**src/rtl/gen_fifo_arb.sv**
```systemverilog
// gen_fifo_arb
// Round-robin burst arbiter in front of N_REQ FIFO controllers. A grant
// lasts up to cfg_burst_len pops (0 counts as 1) and ends early when the
// granted FIFO runs empty. Every grant is followed by one IDLE cycle.
//
// Optional feature macro: GEN_FIFO_ARB_AF_PRIO_EN
//   defined   : almost-full eligible FIFOs are preferred at grant time
//               (still round-robin among them).
//   undefined : req_af is ignored, plain round-robin over eligible FIFOs.
module gen_fifo_arb #(
  parameter int N_REQ   = 4,
  parameter int BURST_W = 4,
  localparam int SEL_W  = $clog2(N_REQ)
) (
  input  logic               clk,
  input  logic               rst,
  input  logic               cfg_en,
  input  logic [BURST_W-1:0] cfg_burst_len,
  input  logic [N_REQ-1:0]   req_empty,
  input  logic [N_REQ-1:0]   req_af,
  input  logic               out_rdy,
  output logic [N_REQ-1:0]   pop,
  output logic [SEL_W-1:0]   sel,
  output logic               out_vld,
  output logic               sts_busy,
  output logic [BURST_W-1:0] sts_burst_cnt
);

  // FSM encoding
  localparam logic [0:0] ST_IDLE  = 1'b0;
  localparam logic [0:0] ST_BURST = 1'b1;

  // Reset value of the last grant: FIFO 0 is searched first after reset
  localparam logic [SEL_W-1:0]   LAST_RST = SEL_W'(N_REQ - 1);
  localparam logic [SEL_W-1:0]   SEL_ZERO = {SEL_W{1'b0}};
  localparam logic [BURST_W-1:0] CNT_ZERO = {BURST_W{1'b0}};
  localparam logic [BURST_W-1:0] CNT_ONE  = BURST_W'(1);
  localparam logic [BURST_W-1:0] CNT_MAX  = {BURST_W{1'b1}};
  localparam logic [N_REQ-1:0]   POP_NONE = {N_REQ{1'b0}};

  // Round-robin pick: first set bit of mask searching upward from last+1,
  // wrapping at N_REQ-1. Returns last when the mask is empty (callers only
  // use the result when the mask is non-empty).
  function automatic logic [SEL_W-1:0] rr_pick(
    input logic [N_REQ-1:0] mask,
    input logic [SEL_W-1:0] last
  );
    logic [SEL_W-1:0] win;
    logic             found;
    int               idx;
    win   = last;
    found = 1'b0;
    for (int k = 1; k <= N_REQ; k++) begin
      idx = (int'(last) + k) % N_REQ;
      if (!found && mask[SEL_W'(idx)]) begin
        win   = SEL_W'(idx);
        found = 1'b1;
      end else begin
        found = found;
      end
    end
    return win;
  endfunction

  // State registers
  logic [0:0]         r_state;
  logic [SEL_W-1:0]   r_sel;
  logic [SEL_W-1:0]   r_last;
  logic [BURST_W-1:0] r_cnt;

  // Next-state and datapath wires
  logic [0:0]         w_state_nxt;
  logic [SEL_W-1:0]   w_sel_nxt;
  logic [SEL_W-1:0]   w_last_nxt;
  logic [BURST_W-1:0] w_cnt_nxt;
  logic [N_REQ-1:0]   w_elig;
  logic               w_any_elig;
  logic [SEL_W-1:0]   w_winner;
  logic [BURST_W-1:0] w_lim_m1;
  logic               w_last_pop;
  logic               w_busy;
  logic               w_vld;
  logic               w_hs;
  logic [N_REQ-1:0]   w_pop;

  assign w_elig     = ~req_empty;
  assign w_any_elig = |w_elig;

`ifdef GEN_FIFO_ARB_AF_PRIO_EN
  logic [N_REQ-1:0] w_af_elig;
  assign w_af_elig = w_elig & req_af;
  assign w_winner  = (|w_af_elig) ? rr_pick(w_af_elig, r_last)
                                  : rr_pick(w_elig, r_last);
`else
  logic w_unused_af;
  assign w_unused_af = ^req_af;
  assign w_winner    = rr_pick(w_elig, r_last);
`endif

  // Burst limit minus one; a zero length behaves as a single-pop burst.
  // Compared with >= so a limit lowered mid-burst ends at the next pop.
  assign w_lim_m1   = (cfg_burst_len == CNT_ZERO) ? CNT_ZERO
                                                  : (cfg_burst_len - CNT_ONE);
  assign w_last_pop = (r_cnt >= w_lim_m1);

  // Same-cycle valid/pop for the granted FIFO; never pops an empty FIFO
  always_comb begin
    w_busy = 1'b0;
    w_vld  = 1'b0;
    w_hs   = 1'b0;
    w_pop  = POP_NONE;
    if (r_state == ST_BURST) begin
      w_busy = 1'b1;
      w_vld  = ~req_empty[r_sel];
      w_hs   = w_vld & out_rdy;
      if (w_hs) begin
        w_pop[r_sel] = 1'b1;
      end else begin
        w_pop = POP_NONE;
      end
    end else begin
      w_busy = 1'b0;
    end
  end

  // Next-state logic: grant from IDLE, count pops and close the burst
  always_comb begin
    w_state_nxt = r_state;
    w_sel_nxt   = r_sel;
    w_last_nxt  = r_last;
    w_cnt_nxt   = r_cnt;
    case (r_state)
      ST_IDLE: begin
        if (cfg_en && w_any_elig) begin
          w_state_nxt = ST_BURST;
          w_sel_nxt   = w_winner;
          w_cnt_nxt   = CNT_ZERO;
        end else begin
          w_state_nxt = ST_IDLE;
        end
      end
      ST_BURST: begin
        if (req_empty[r_sel]) begin
          // Source ran dry: close the grant without popping
          w_state_nxt = ST_IDLE;
          w_last_nxt  = r_sel;
        end else if (w_hs) begin
          if (r_cnt != CNT_MAX) begin
            w_cnt_nxt = r_cnt + CNT_ONE;
          end else begin
            w_cnt_nxt = r_cnt;
          end
          if (w_last_pop) begin
            w_state_nxt = ST_IDLE;
            w_last_nxt  = r_sel;
          end else begin
            w_state_nxt = ST_BURST;
          end
        end else begin
          // Downstream stall: hold everything, no timeout
          w_state_nxt = ST_BURST;
        end
      end
      default: begin
        w_state_nxt = ST_IDLE;
      end
    endcase
  end

  // State update with asynchronous reset
  always_ff @(posedge clk or posedge rst) begin
    if (rst) begin
      r_state <= ST_IDLE;
      r_sel   <= SEL_ZERO;
      r_last  <= LAST_RST;
      r_cnt   <= CNT_ZERO;
    end else begin
      r_state <= w_state_nxt;
      r_sel   <= w_sel_nxt;
      r_last  <= w_last_nxt;
      r_cnt   <= w_cnt_nxt;
    end
  end

  assign pop           = w_pop;
  assign sel           = r_sel;
  assign out_vld       = w_vld;
  assign sts_busy      = w_busy;
  assign sts_burst_cnt = r_cnt;

endmodule
```
**config.mk**
```make
export PLATFORM = sky130hd
export DESIGN_NAME = gen_fifo_arb
export DESIGN_NICKNAME = d
export VERILOG_FILES = /design/src/rtl/gen_fifo_arb.sv
export SDC_FILE = /design/constraint.sdc
export NUM_CORES = 1
export LEC_CHECK = 0
export ABC_AREA = 1
export CAP_MARGIN = 20
export CORE_AREA = 2 2 51 53
export DETAILED_ROUTE_END_ITERATION = 16
export DIE_AREA = 0 0 53 55
export PLACE_DENSITY_LB_ADDON = 0.3
export SYNTH_ARGS = -nofsm -noshare
export SYNTH_HDL_FRONTEND = slang
export SYNTH_SLANG_ARGS = --single-unit
```
**constraint.sdc**
```tcl
create_clock -name clk -period 1.3 [get_ports clk]
set_input_delay 0.195 -clock clk [delete_from_list [all_inputs] [get_ports clk]]
set_output_delay 0.195 -clock clk [all_outputs]
set_load 0.01 [all_outputs]
```
==> metrics.md, run 1 <==
| Metric | Value |
|---|---|
| CTS clk-pin slew, worst paths | `60 ps` |
| Total congestion overflow | `0` |
| Maximum clock rate | `574 MHz` |
| Starting density of the core | `39.4%` |
| Overall Global Routing Usage | `19.5%` |
| Critical path endpoint | `pop[1]` |
| CTS Hold Bufs | `0` |
| Failing checks | `setup timing` |
| Cell family with most CP delay | `simple AND/OR/NAND/NOR gates` |
| Crit start category | `flip-flop` |
| Vias per cell | `4.77` |
| Leak Pwr | `0.000859 µW` |
| CP startpoint | `sel[0]` |
| CP Capture Type | `primary output` |
| Gpl congestion | `0.739` |
| ANT cells | `0` |
| Final wirelength | `3.04 mm` |
| Reg2Reg Launch Point | `r_last[0]` |
| Worst reg2reg path depth | `9` |
| Crit path max fanout | `5` |
| Outcome | `finished, violations left` |
| RR Endpoint | `sel[0]` |
| # rows | `18` |
| Min-Delay Path Class | `in -> async` |
| Area delta synth->final | `77.3%` |
| Syn Nets | `172` |
| CP arrival | `1550 ps` |
| Io pins | `28` |
| CTS sink count | `9` |
| First-pass GRT wire length | `4.16 mm` |
| DIE WIDTH | `53 µm` |
| Worst path cell trace | `nand2_2 -> o21ai_2 -> nor2_2 -> inv_2 -> nor2_4 -> nand2_4 -> nor3_4 -> buf_2` |
| Yosys reg bits | `9` |
| Max cap viols | `0` |
| Top_reg_cell synth | `dfrtp_1` |
| Die area | `2920 µm²` |
| CP required | `1110 ps` |
| Setup Skew | `0.786 ps` |
| Via count | `1,173` |
| Crit path depth | `8` |
| RSZ-0062 raised after global routing | `true` |
| Later-pin clock latency in the skew report | `260 ps` |
| Worst-margin pin slew | `354 ps` |
| Register area share after synthesis | `24.5%` |
| Syn Area/Cell | `6.16 µm²` |
| Slew HR | `76.4%` |
| Post-DP HPWL | `2.04 mm` |
| TNS Setup | `-2950 ps` |
| TritonCTS clock tree | `built` |
| Final Slew Violations | `0` |
| Critical path's slowest cell | `dfrtp_2` |
| Final worst slack | `-441 ps` |
| Initial DRC count | `27` |
| Die outline height | `55 µm` |
| Final setup viols | `14` |
| Fin. Hold Viols | `0` |
| Core area | `2360 µm²` |
| Pwr/cell area | `2110 nW/µm²` |
| Post-Syn Instances | `151` |
| First-pass DRT Iterations | `4` |
| Final period demand of the worst path | `1740 ps` |
| WP buf/inv | `2` |
| CTS Buf Count | `3` |
| Root Buffer | `clkbuf_4` |
| Layout cells sized above 1 | `51.9%` |
| DRC violations left | `0` |
| Peak supply drop | `0.00125 V` |
| Max stage delay on crit path | `440 ps` |
| WL per Instance | `12.3 µm` |
| Period utilization | `134%` |
| Ys Warns | `0` |
| Number of H-tree levels | `1` |
| Total Power | `3480 µW` |
| Synthesized cell area | `931 µm²` |
| Largest net degree at the start of global routing | `10` |
| Reg-to-reg slack, setup | `-250 ps` |
| Post-synth ARST share | `100%` |
| # nets final | `238` |
| Clock buffer depth | `2` |
| Initial antenna violation count | `0` |
| IO buf count | `23` |
| Post-synth EDFFs | `0` |
| Synth cell types | `26` |
| Vias in the first global route | `1,007` |
| DRT antenna net count | `0` |
| Worst Setup Path Type | `reg -> out` |
worst min-delay path by stage:
| stage | end | start | slack, ps |
|---|---|---|---|
| 4_1_cts | sts_burst_cnt[0] | rst | 210 |
| 5_1_grt | sel[1] | rst | 220 |
| 3_3_place_gp | sel[1] | rst | 480 |
| 3_5_place_dp | sel[1] | rst | 500 |
| 2_1_floorplan | r_state | rst | 20 |
| 6_report | sts_burst_cnt[0] | rst | 200 |
cell type report:
class | count | area, µm²
multi-input cells | 118 | 749
fillers | 194 | 714
repair buffers | 64 | 524
flip-flops and latches | 9 | 231
inverters | 21 | 81.3
well taps | 30 | 37.5
clock buffers | 4 | 26.3
where the power goes:
| group | total, µW | switching [µW] | internal, µW |
|---|---|---|---|
| registers | 574 | 152 | 422 |
| clock network | 224 | 105 | 119 |
| logic | 2680 | 1390 | 1290 |
| total | 3480 | 1650 | 1830 |
synthesized netlist by cell type, types with 2 or more instances:
| cell | instances | area share (%) |
|---|---|---|
| nand2_1 | 57 | 23 |
| inv_1 | 17 | 6.9 |
| nand3_1 | 11 | 5.9 |
| dfrtp_1 | 7 | 19 |
| o21ai_0 | 7 | 3.8 |
| nand2_2 | 6 | 4.0 |
| nor2_1 | 6 | 2.4 |
| a21oi_1 | 5 | 2.7 |
| ha_1 | 5 | 6.7 |
| nand4_1 | 5 | 3.4 |
| o21ai_1 | 4 | 2.2 |
| inv_2 | 3 | 1.2 |
| o21ai_2 | 3 | 2.8 |
| dfstp_2 | 2 | 5.6 |
| nor2_2 | 2 | 1.3 |
per-layer routing:
metal,routed length (µm),part of all wire (%),vias up,global-route usage [%]
li1,-,-,616,-
met1,1300,43,534,22.4
met2,1650,54,20,38.1
met3,64,2.1,3,4.84
met4,21,0.69,0,1.28
met5,0,0,-,0
state kept, by name (all words and copies together) (netlist names):
signal         count
sel                2
sts_burst_cnt      4
r_state            1
r_last             2
worst register-to-register path: cells and delay by family, from the launching register on:
kind	cells	cell delay, ps
and+or+nand+nor	9	810
DFF	1	630
logic make-up after synthesis:
kind of cell | after synthesis | synth area share [%]
compound gates | 21 | 12.9
fa+ha+maj | 5 | 6.72
flops | 9 | 24.5
buf+inv | 24 | 11.3
simple gates | 92 | 44.6
timing repair:
action / CTS / global route
gates resized for setup: 64 / 32
cloned: 0 / 0
buffers inserted: 10 / 4
setup endpoints to repair: 21 / 20
pin swaps: 18 / 16
per-stage QoR:
stage	cells	area [µm²]	worst slack (ps)	util, %	hold WS (ps)
5_1_grt	246	1650	-540	69.8	220
4_1_cts	242	1550	-436	65.5	215
6_report	246	1650	-441	69.8	200
3_3_place_gp	228	1430	-718	60.5	482
2_1_floorplan	151	988	-178	-	21.4
3_5_place_dp	228	1430	-781	60.5	500
cells in the final DEF (no fill, tap or decap), drive strengths merged:
cell type / n
o21bai: 1
nand3: 12
ha: 5
dfstp: 2
a31oi: 1
inv: 21
clkdlybuf4s50: 7
or2: 1
a21oi: 5
nor3: 2
nand4: 5
clkdlybuf4s15: 3
clkbuf: 8
dfrtp: 7
nor2: 9
buf: 49
dlygate4sd2: 1
o21ai: 14
nand2: 63
(Power assumes the default switching activity.)
==> run 2: changes to the inputs <==
--- a/config.mk
+++ b/config.mk
@@ -11,6 +11,7 @@
 export DETAILED_ROUTE_END_ITERATION = 16
 export DIE_AREA = 0 0 53 55
 export PLACE_DENSITY_LB_ADDON = 0.3
+export RECOVER_POWER = 100
 export SYNTH_ARGS = -nofsm -noshare
 export SYNTH_HDL_FRONTEND = slang
 export SYNTH_SLANG_ARGS = --single-unit
==> constraint.sdc (replaced) <==
create_clock -name clk -period 1.3 [get_ports clk]
set_input_delay 0.26 -clock clk [delete_from_list [all_inputs] [get_ports clk]]
set_output_delay 0.26 -clock clk [all_outputs]
set_load 0.01 [all_outputs]
==> metrics.md, run 2 (same netlist as run 1, synthesis figures left out) <==
| Metric | Value |
|---|---|
| Fillers | `217 (was 194)` |
| Crit path depth | `9 (was 8)` |
| Total congestion overflow | `0 (unchanged)` |
| CTS sink count | `9 (unchanged)` |
| TNS Setup | `-3570 ps (was -2950 ps)` |
| Vias per cell | `4.84 (was 4.77)` |
| Met2 GRT Util | `40.8% (was 38.1%)` |
| Maximum clock rate | `570 MHz (was 574 MHz)` |
| Worst Setup Path Type | `in -> out (was reg -> out)` |
| Min-Delay Path Class | `in -> async (unchanged)` |
| Final setup viols | `14 (unchanged)` |
| IO buf count | `23 (unchanged)` |
| Crit path top cell by count | `buf_6` |
| Gpl congestion | `0.757 (was 0.739)` |
| Most common cell after layout, fill and taps aside | `nand2_1 (unchanged)` |
| Outcome | `finished, violations left (unchanged)` |
| Post-DP HPWL | `2.16 mm (was 2.04 mm)` |
| Clock buffer depth | `2 (unchanged)` |
| Storage element area | `231 µm² (unchanged)` |
| Pwr/cell area | `2120 nW/µm² (was 2110 nW/µm²)` |
| Overall Global Routing Usage | `21.4% (was 19.5%)` |
| RSZ-0062 raised after global routing | `true (unchanged)` |
| # nets final | `236 (was 238)` |
| WL per Instance | `12.0 µm (was 12.3 µm)` |
| Multi-input gate area | `726 µm² (was 749 µm²)` |
| Die outline height | `55 µm (unchanged)` |
| Critical path's slowest cell | `clkdlybuf4s50_1 (was dfrtp_2)` |
| Cell family with most CP delay | `buffers and inverters (was simple AND/OR/NAND/NOR gates)` |
| TritonCTS clock tree | `built (unchanged)` |
| CTS clk-pin slew, worst paths | `60 ps (about the same)` |
| Initial DRC count | `19 (was 27)` |
| Later-pin clock latency in the skew report | `260 ps (about the same)` |
| CP Capture Type | `primary output (unchanged)` |
| First-pass GRT wire length | `4.56 mm (was 4.16 mm)` |
| Met3 Usage GRT | `4.84% (unchanged)` |
| Fin. Hold Viols | `0 (unchanged)` |
| Failing checks | `setup timing (unchanged)` |
| WP buf/inv | `5 (was 2)` |
| Period utilization | `135% (was 134%)` |
| Initial antenna violation count | `0 (unchanged)` |
| CTS Buf Count | `3 (unchanged)` |
| Via count | `1,181 (was 1,173)` |
| DIE WIDTH | `53 µm (unchanged)` |
| Vias in the first global route | `1,117 (was 1,007)` |
| Max stage delay on crit path | `510 ps (was 440 ps)` |
| Crit start category | `input pin (was flip-flop)` |
| Final wirelength | `2.92 mm (was 3.04 mm)` |
| Number of H-tree levels | `1 (unchanged)` |
| Worst reg2reg path depth | `9 (unchanged)` |
| Worst path cell trace | `clkdlybuf4s50_1 -> nand2_2 -> a21oi_2 -> nor2_2 -> inv_2 -> nor2_4 -> buf_4 -> buf_6 -> buf_6 (was nand2_2 -> o21ai_2 -> nor2_2 -> inv_2 -> nor2_4 -> nand2_4 -> nor3_4 -> buf_2)` |
| Io pins | `28 (unchanged)` |
| Peak supply drop | `0.00127 V (was 0.00125 V)` |
| Core area | `2360 µm² (unchanged)` |
| Setup Skew | `0.593 ps (was 0.786 ps)` |
| # rows | `18 (unchanged)` |
| Largest net degree at the start of global routing | `10 (unchanged)` |
| Leak Pwr | `0.000839 µW (was 0.000859 µW)` |
| GRT met1 Usage | `23.8% (was 22.4%)` |
| Crit path max fanout | `2 (was 5)` |
| DRC violations left | `0 (unchanged)` |
| ANT cells | `0 (unchanged)` |
| Die area | `2920 µm² (unchanged)` |
| Root Buffer | `clkbuf_4 (unchanged)` |
| Largest register FFs | `4 (unchanged)` |
| Fin util | `67.4% (was 69.8%)` |
| Layout cells sized above 1 | `51.4% (was 51.9%)` |
| Most frequent cells in the layout | `nand2_1 (41), buf_4 (34), nand2_2 (19) (was nand2_1 (40), buf_4 (35), nand2_2 (18))` |
| CP required | `1040 ps (was 1110 ps)` |
| Slew HR | `77.3% (was 76.4%)` |
| Final Slew Violations | `0 (unchanged)` |
| Final period demand of the worst path | `1750 ps (was 1740 ps)` |
| Gr busiest metal | `met2 (unchanged)` |
| Max cap viols | `0 (unchanged)` |
| CP arrival | `1490 ps (was 1550 ps)` |
| DRT antenna net count | `0 (unchanged)` |
| Starting density of the core | `39.4% (unchanged)` |
| Final worst slack | `-455 ps (was -441 ps)` |
| First-pass DRT Iterations | `4 (unchanged)` |
| Worst-margin pin slew | `340 ps (was 354 ps)` |
| Area delta synth->final | `71.1% (was 77.3%)` |
-- run 2: cell type report --
cell class	count	share of cell area (%)
inverter	21	5.11
multi-input combinational	118	45.6
tap	30	2.36
clock buffer	4	1.65
timing repair buffer	62	30.8
sequential	9	14.5
-- run 2: routing by layer --
layer	share of wire [%]	wire (µm)
met3	3.0	87
met2	55	1610
met5	0	0
met4	1.5	45
met1	40	1180
-- run 2: worst register-to-register path, cell delays in order (launching register included) --
cell	delay, ps
dfstp_2	640
nand2_2	100
o21ai_4	80
nand2_2	90
nand2_4	80
nand4_1	160
nand2_1	100
nand2_1	60
nand3_1	70
nand2_1	60
-- run 2: power by group --
group          switching, µW  total (µW)  internal (µW)
Clock                    107         225            119
Combinational           1360        2570           1210
Sequential               153         574            422
-- run 2: through the flow --
stage	cell area, µm²	power (µW)	worst slack (ps)	std cells	hold WS (ps)
after floorplan	988	1880	-243	151	86.4
after global placement	1420	2640	-849	226	554
after detailed placement	1420	2710	-910	226	559
after CTS	1520	3150	-454	239	265
after global routing	1590	3700	-577	244	423
final	1590	3370	-455	244	389
-- run 2: repair_timing --
action | CTS | global route
resized for setup | 73 | 22
endpoints found under the setup margin | 21 | 18
buffers inserted | 9 | 7
hold buffers | 0 | 0
pin swaps | 17 | 15
-- run 2: final timing paths --
kind | from | end | slack [ps]
setup / recovery | req_empty[0] | out_vld | -450
hold / removal | rst | sts_burst_cnt[3] | 390
setup reg to reg | r_last[0] | sel[0] | -250
hold reg to reg | r_last[1] | r_last[1] | 650
max in group asynchronous | rst | r_last[0] | 620
min in group clk | r_last[1] | r_last[1] | 650
==> run 3: changes to the inputs <==
--- a/config.mk
+++ b/config.mk
@@ -7,9 +7,9 @@
 export LEC_CHECK = 0
 export ABC_AREA = 1
 export CAP_MARGIN = 20
-export CORE_AREA = 2 2 51 53
+export CORE_AREA = 5 5 54 56
 export DETAILED_ROUTE_END_ITERATION = 16
-export DIE_AREA = 0 0 53 55
+export DIE_AREA = 0 0 59 61
 export PLACE_DENSITY_LB_ADDON = 0.3
 export RECOVER_POWER = 100
 export SYNTH_ARGS = -nofsm -noshare
==> metrics.md, run 3 (same netlist as run 1, synthesis figures left out) <==
| Metric | Value |
|---|---|
| RSZ-0062 raised after global routing | `true (unchanged)` |
| TNS Setup | `-3940 ps (was -3570 ps)` |
| DP Cell Count | `226 (unchanged)` |
| Number of H-tree levels | `1 (unchanged)` |
| Multi-input gate area | `756 µm² (was 726 µm²)` |
| Final worst slack | `-530 ps (was -455 ps)` |
| TritonCTS clock tree | `built (unchanged)` |
| Most common cell after layout, fill and taps aside | `nand2_1 (unchanged)` |
| Max stage delay on crit path | `440 ps (was 510 ps)` |
| Final Slew Violations | `0 (unchanged)` |
| First-pass DRT Iterations | `4 (unchanged)` |
| Worst Setup Path Type | `reg -> out (was in -> out)` |
| CTS Hold Bufs | `0 (unchanged)` |
| Final period demand of the worst path | `1830 ps (was 1750 ps)` |
| CTS Buf Count | `3 (unchanged)` |
| Cell family with most CP delay | `simple AND/OR/NAND/NOR gates (was buffers and inverters)` |
| Period utilization | `141% (was 135%)` |
| Gpl congestion | `0.856 (was 0.757)` |
| Pwr/cell area | `2130 nW/µm² (was 2120 nW/µm²)` |
| ANT cells | `0 (unchanged)` |
| Via count | `1,231 (was 1,181)` |
| Io pins | `28 (unchanged)` |
| Cell Area, Placed | `1420 µm² (unchanged)` |
| Worst-margin pin slew | `363 ps (was 340 ps)` |
| WP buf/inv | `3 (was 5)` |
| Leak Pwr | `0.000867 µW (was 0.000839 µW)` |
| Fin util | `67.9% (was 67.4%)` |
| Total congestion overflow | `0 (unchanged)` |
| Failing checks | `setup timing (unchanged)` |
| Initial antenna violation count | `0 (unchanged)` |
| # rows | `18 (unchanged)` |
| CTS sink count | `9 (unchanged)` |
| DRC violations left | `0 (unchanged)` |
| Final setup viols | `14 (unchanged)` |
| First-pass GRT wire length | `5.16 mm (was 4.56 mm)` |
| Largest register FFs | `4 (unchanged)` |
| Overall Global Routing Usage | `18.6% (was 21.4%)` |
| Clock buffer depth | `2 (unchanged)` |
| Core area | `2390 µm² (was 2360 µm²)` |
| Outcome | `finished, violations left (unchanged)` |
| Post-Layout Cell Count | `243 (was 244)` |
| Layout cells sized above 1 | `50.2% (was 51.4%)` |
| Area delta synth->final | `74.1% (was 71.1%)` |
| Post-DP HPWL | `2.23 mm (was 2.16 mm)` |
| IO buf count | `23 (unchanged)` |
| Starting density of the core | `39.0% (was 39.4%)` |
| Die area | `3600 µm² (was 2920 µm²)` |
| # nets final | `235 (was 236)` |
| Final wirelength | `3.13 mm (was 2.92 mm)` |
| Slew HR | `75.8% (was 77.3%)` |
| Later-pin clock latency in the skew report | `260 ps (about the same)` |
| CTS clk-pin slew, worst paths | `70 ps (was 60 ps)` |
| Root Buffer | `clkbuf_4 (unchanged)` |
| Fin area | `1620 µm² (was 1590 µm²)` |
| CP required | `1040 ps (about the same)` |
| Largest net degree at the start of global routing | `10 (unchanged)` |
| DRT antenna net count | `0 (unchanged)` |
| Vias in the first global route | `1,216 (was 1,117)` |
| Maximum clock rate | `546 MHz (was 570 MHz)` |
| Fillers | `230 (was 217)` |
| CP Capture Type | `primary output (unchanged)` |
| Worst path cell trace | `buf_4 -> a21oi_2 -> nor2_2 -> inv_2 -> nor2_4 -> nand2_4 -> nor3_4 -> buf_6 (was clkdlybuf4s50_1 -> nand2_2 -> a21oi_2 -> nor2_2 -> inv_2 -> nor2_4 -> buf_4 -> buf_6 -> buf_6)` |
| Setup Skew | `4.38 ps (was 0.593 ps)` |
| Critical path's slowest cell | `dfrtp_1 (was clkdlybuf4s50_1)` |
| Min-Delay Path Class | `in -> async (unchanged)` |
| Vias per cell | `5.07 (was 4.84)` |
| CP arrival | `1570 ps (was 1490 ps)` |
| Crit start category | `flip-flop (was input pin)` |
| WL per Instance | `12.9 µm (was 12.0 µm)` |
| Fin. Hold Viols | `0 (unchanged)` |
| Peak supply drop | `0.00157 V (was 0.00127 V)` |
| Crit path max fanout | `4 (was 2)` |
| Die outline height | `61 µm (was 55 µm)` |
| Storage element area | `229 µm² (was 231 µm²)` |
| Initial DRC count | `34 (was 19)` |
| DIE WIDTH | `59 µm (was 53 µm)` |
| Max cap viols | `0 (unchanged)` |
| Most frequent cells in the layout | `nand2_1 (40), buf_4 (34), nand2_2 (15) (was nand2_1 (41), buf_4 (34), nand2_2 (19))` |
## run 3: cell types whose count changed in the layout (fill, tap and decap cells not counted), sizes merged
cell | before | now
buf | 49 | 47
clkbuf | 7 | 8
clkdlybuf4s15 | 1 | 0
clkdlybuf4s50 | 4 | 5
## run 3: area by class of cell
type	count	share of cell area, %
tap	30	2.32
inverter	21	5.17
timing repair buffer	61	30.1
sequential	9	14.1
multi-input combinational	118	46.6
clock buffer	4	1.62
## run 3: worst paths after layout
kind,slack (ps),endpoint,from,depth (start not counted)
max in group asynchronous,590,r_last[1],rst,2
min in group clk,560,r_last[1],r_last[1],2
worst max register to register,-230,r_last[1],sel[0],10
worst max-delay path,-530,pop[1],sel[1],8
worst min register to register,560,r_last[1],r_last[1],2
worst min-delay path,400,sts_burst_cnt[2],rst,2
## run 3: stage by stage
stage | worst slack, ps | hold slack [ps] | total power [µW]
after floorplan | -243 | 86.4 | 1880
after global placement | -852 | 512 | 2650
after detailed placement | -1000 | 513 | 2710
after CTS | -548 | 263 | 3270
after global routing | -627 | 436 | 3740
final | -530 | 396 | 3460
## run 3: timing repair
item                                    CTS  global route
pin swaps                                15            10
cloned                                    0             0
resized for setup                        76            18
endpoints found under the setup margin   21            14
setup buffers                            11             4
## run 3: metal layers
metal | track usage (%) | up-vias | share of wire [%]
met5 | 0 | - | 0
met3 | 2.34 | 8 | 2.1
met2 | 36.0 | 25 | 58
met1 | 19.7 | 590 | 37
met4 | 9.06 | 0 | 2.9
li1 | - | 608 | -
## run 3: report_power, final
part	internal, µW	switching (µW)	total, µW
Clock	119	110	228
Combinational	1240	1450	2690
Sequential	415	125	540
Total	1770	1680	3460
==> variant, RTL diff (flow settings as in run 3) <==
Set the parameter `BURST_W` to 3 (it was 4).
--- a/src/rtl/gen_fifo_arb.sv
+++ b/src/rtl/gen_fifo_arb.sv
@@ -11,3 +11,3 @@
   parameter int N_REQ   = 4,
-  parameter int BURST_W = 4,
+  parameter int BURST_W = 3,
   localparam int SEL_W  = $clog2(N_REQ)
Interface: changed (resized cfg_burst_len and sts_burst_cnt); port bits go from 28 to 26. No check against the original RTL was run, so the function may have changed too.
==> variant against run 3 <==
  * The flow still finishes with violations (setup timing)
  * Routed wire length fell by 22%
  * Worst setup slack better by 100 ps
  * Sequential cell count down 1
  * Synthesized area down 15%
  * Final cell count fell by 11%
  * Utilization fell by 8.3 points
  * Fmax rose by 5.9%
  * Via count fell by 22%
  * Power decreased by 18%
  * Critical path depth up 1
  * Cell area fell by 12%
  * Largest cell class unchanged
  * Largest power group unchanged
==> variant: results (changes against run 3) <==
Status
  • Run status: finished with violations
  • Violated checks: setup timing

Route
  • DRT met1 WL: 1.04 mm (-11%)
  • Number of DRC markers in iteration 0: 43 (+26%)
  • DR WL met3: 70 um (+7.7%)
  • Routed Wire Length: 2.45 mm (-22%)
  • Via Count: 962 (-22%)
  • Met2 WL post-DR: 1.31 mm (-27%)

Layout
  • Layout cell share with drive strength beyond 1: 49.2% (-1.0 points)
  • Count of filler cells inserted in the layout: 236 (+2.6%)
  • Max reg flops: 3 (-1)

Synthesis
  • Register area share after synthesis: 25.6% (+1.1 points)
  • Number of nets in the synthesized netlist: 147 (-15%)
  • Top cells by area, synth: sky130_fd_sc_hd__nand2_1 25%, sky130_fd_sc_hd__dfrtp_1 19%, sky130_fd_sc_hd__ha_1 11%
  • Count of cell types in the netlist: 19 (-27%)
  • Mean instance size in the synthesized netlist: 6.34 um^2 (+2.8%)
  • Commonest cells in the synthesized netlist: 52 x sky130_fd_sc_hd__nand2_1, 17 x sky130_fd_sc_hd__inv_1, 8 x sky130_fd_sc_hd__nand3_1

Place
  • Count of port buffers added during placement: 21 (-8.7%)
  • Cell count after placement: 203 (-10%)
  • Half-perimeter wire length of the detailed placement result: 1.88 mm (-16%)
  • Final Wtd Congestion: 0.792 (-7.4%)
  • Instance area after placement: 1270 um^2 (-10%)

Timing
  • Final Setup Violations: 14 (unchanged)
  • Post-Route Setup TNS: -3680 ps (+262 ps)
  • Skew final: 5.16 ps (+0.782 ps)
  • Worst-Margin Slew: 306 ps (-57.3 ps)
  • Worst setup margin: -429 ps (+101 ps)

GRT
  • Met1 Use GR: 16.5% (-3.2 points)
  • Via count of the first global-routing pass: 997 (-18%)
  • Met2 capacity usage during global routing: 29.0% (-6.9 points)
  • Wire length of the first global-routing pass: 4.12 mm (-20%)

Critical path
  • WP data arrival: 1470 ps (-100 ps)
  • Slowest cell delay on critical path: 420 ps (-20 ps)
  • Logic depth of the worst register-to-register path: 13 (+3)
  • Maximum fanout count along the critical path: 5 (+1)
  • Standard cell with the maximum stage delay on the critical path: sky130_fd_sc_hd__dfrtp_2

Power
  • Reported leakage power: 0.782 nW (-9.8%)
==> variant: power by group <==
group / switching (mW) / internal, mW / total (mW)
sequential: 0.144 / 0.378 / 0.522
combinational: 1.06 / 1.07 / 2.13
clock: 0.0840 / 0.117 / 0.201
==> variant: cell type report <==
| type | instances | area (um^2) | share of cell area [%] |
|---|---|---|---|
| Multi-Input combinational cell | 97 | 601 | 42.3 |
| Timing Repair Buffer | 59 | 478 | 33.6 |
| Sequential cell | 8 | 205 | 14.4 |
| Inverter | 19 | 73.8 | 5.19 |
| Tap cell | 30 | 37.5 | 2.64 |
| Clock buffer | 4 | 26.3 | 1.85 |
==> variant: cell families after synthesis <==
kind of cell    after synthesis  share of synthesized area, %
flops                         8                          25.6
buf+inv                      20                          10.4
compound gates               10                          7.27
simple gates                 80                          45.7
fa+ha+maj                     7                          11.1
==> variant: critical path, delay by kind of cell, from the launching register on <==
| family | cells | cell delay (ps) |
|---|---|---|
| buf+inv | 2 | 200 |
| flops | 1 | 420 |
| simple gates | 7 | 600 |
==> variant: final timing paths <==
kind                                                end                          from  slack [ps]
min                                   r_state$_DFF_PP0_                           rst         390
min reg2reg                sts_burst_cnt[2]$_DFFE_PP0P_  sts_burst_cnt[2]$_DFFE_PP0P_         540
max reg2reg                sts_burst_cnt[1]$_DFFE_PP0P_            sel[0]$_DFFE_PP0P_        -340
max                                              pop[0]            sel[0]$_DFFE_PP0P_        -430
max in group asynchronous         r_last[0]$_DFFE_PP1P_                           rst         620
min in group clk           sts_burst_cnt[2]$_DFFE_PP0P_  sts_burst_cnt[2]$_DFFE_PP0P_         540
==> variant: what timing repair did <==
action | 4_1_cts | 5_1_grt
endpoints found under the setup margin | 19 | 16
pin swaps | 21 | 5
hold endpoints to repair | 0 | 0
setup buffers | 9 | 3
resized for setup | 72 | 17
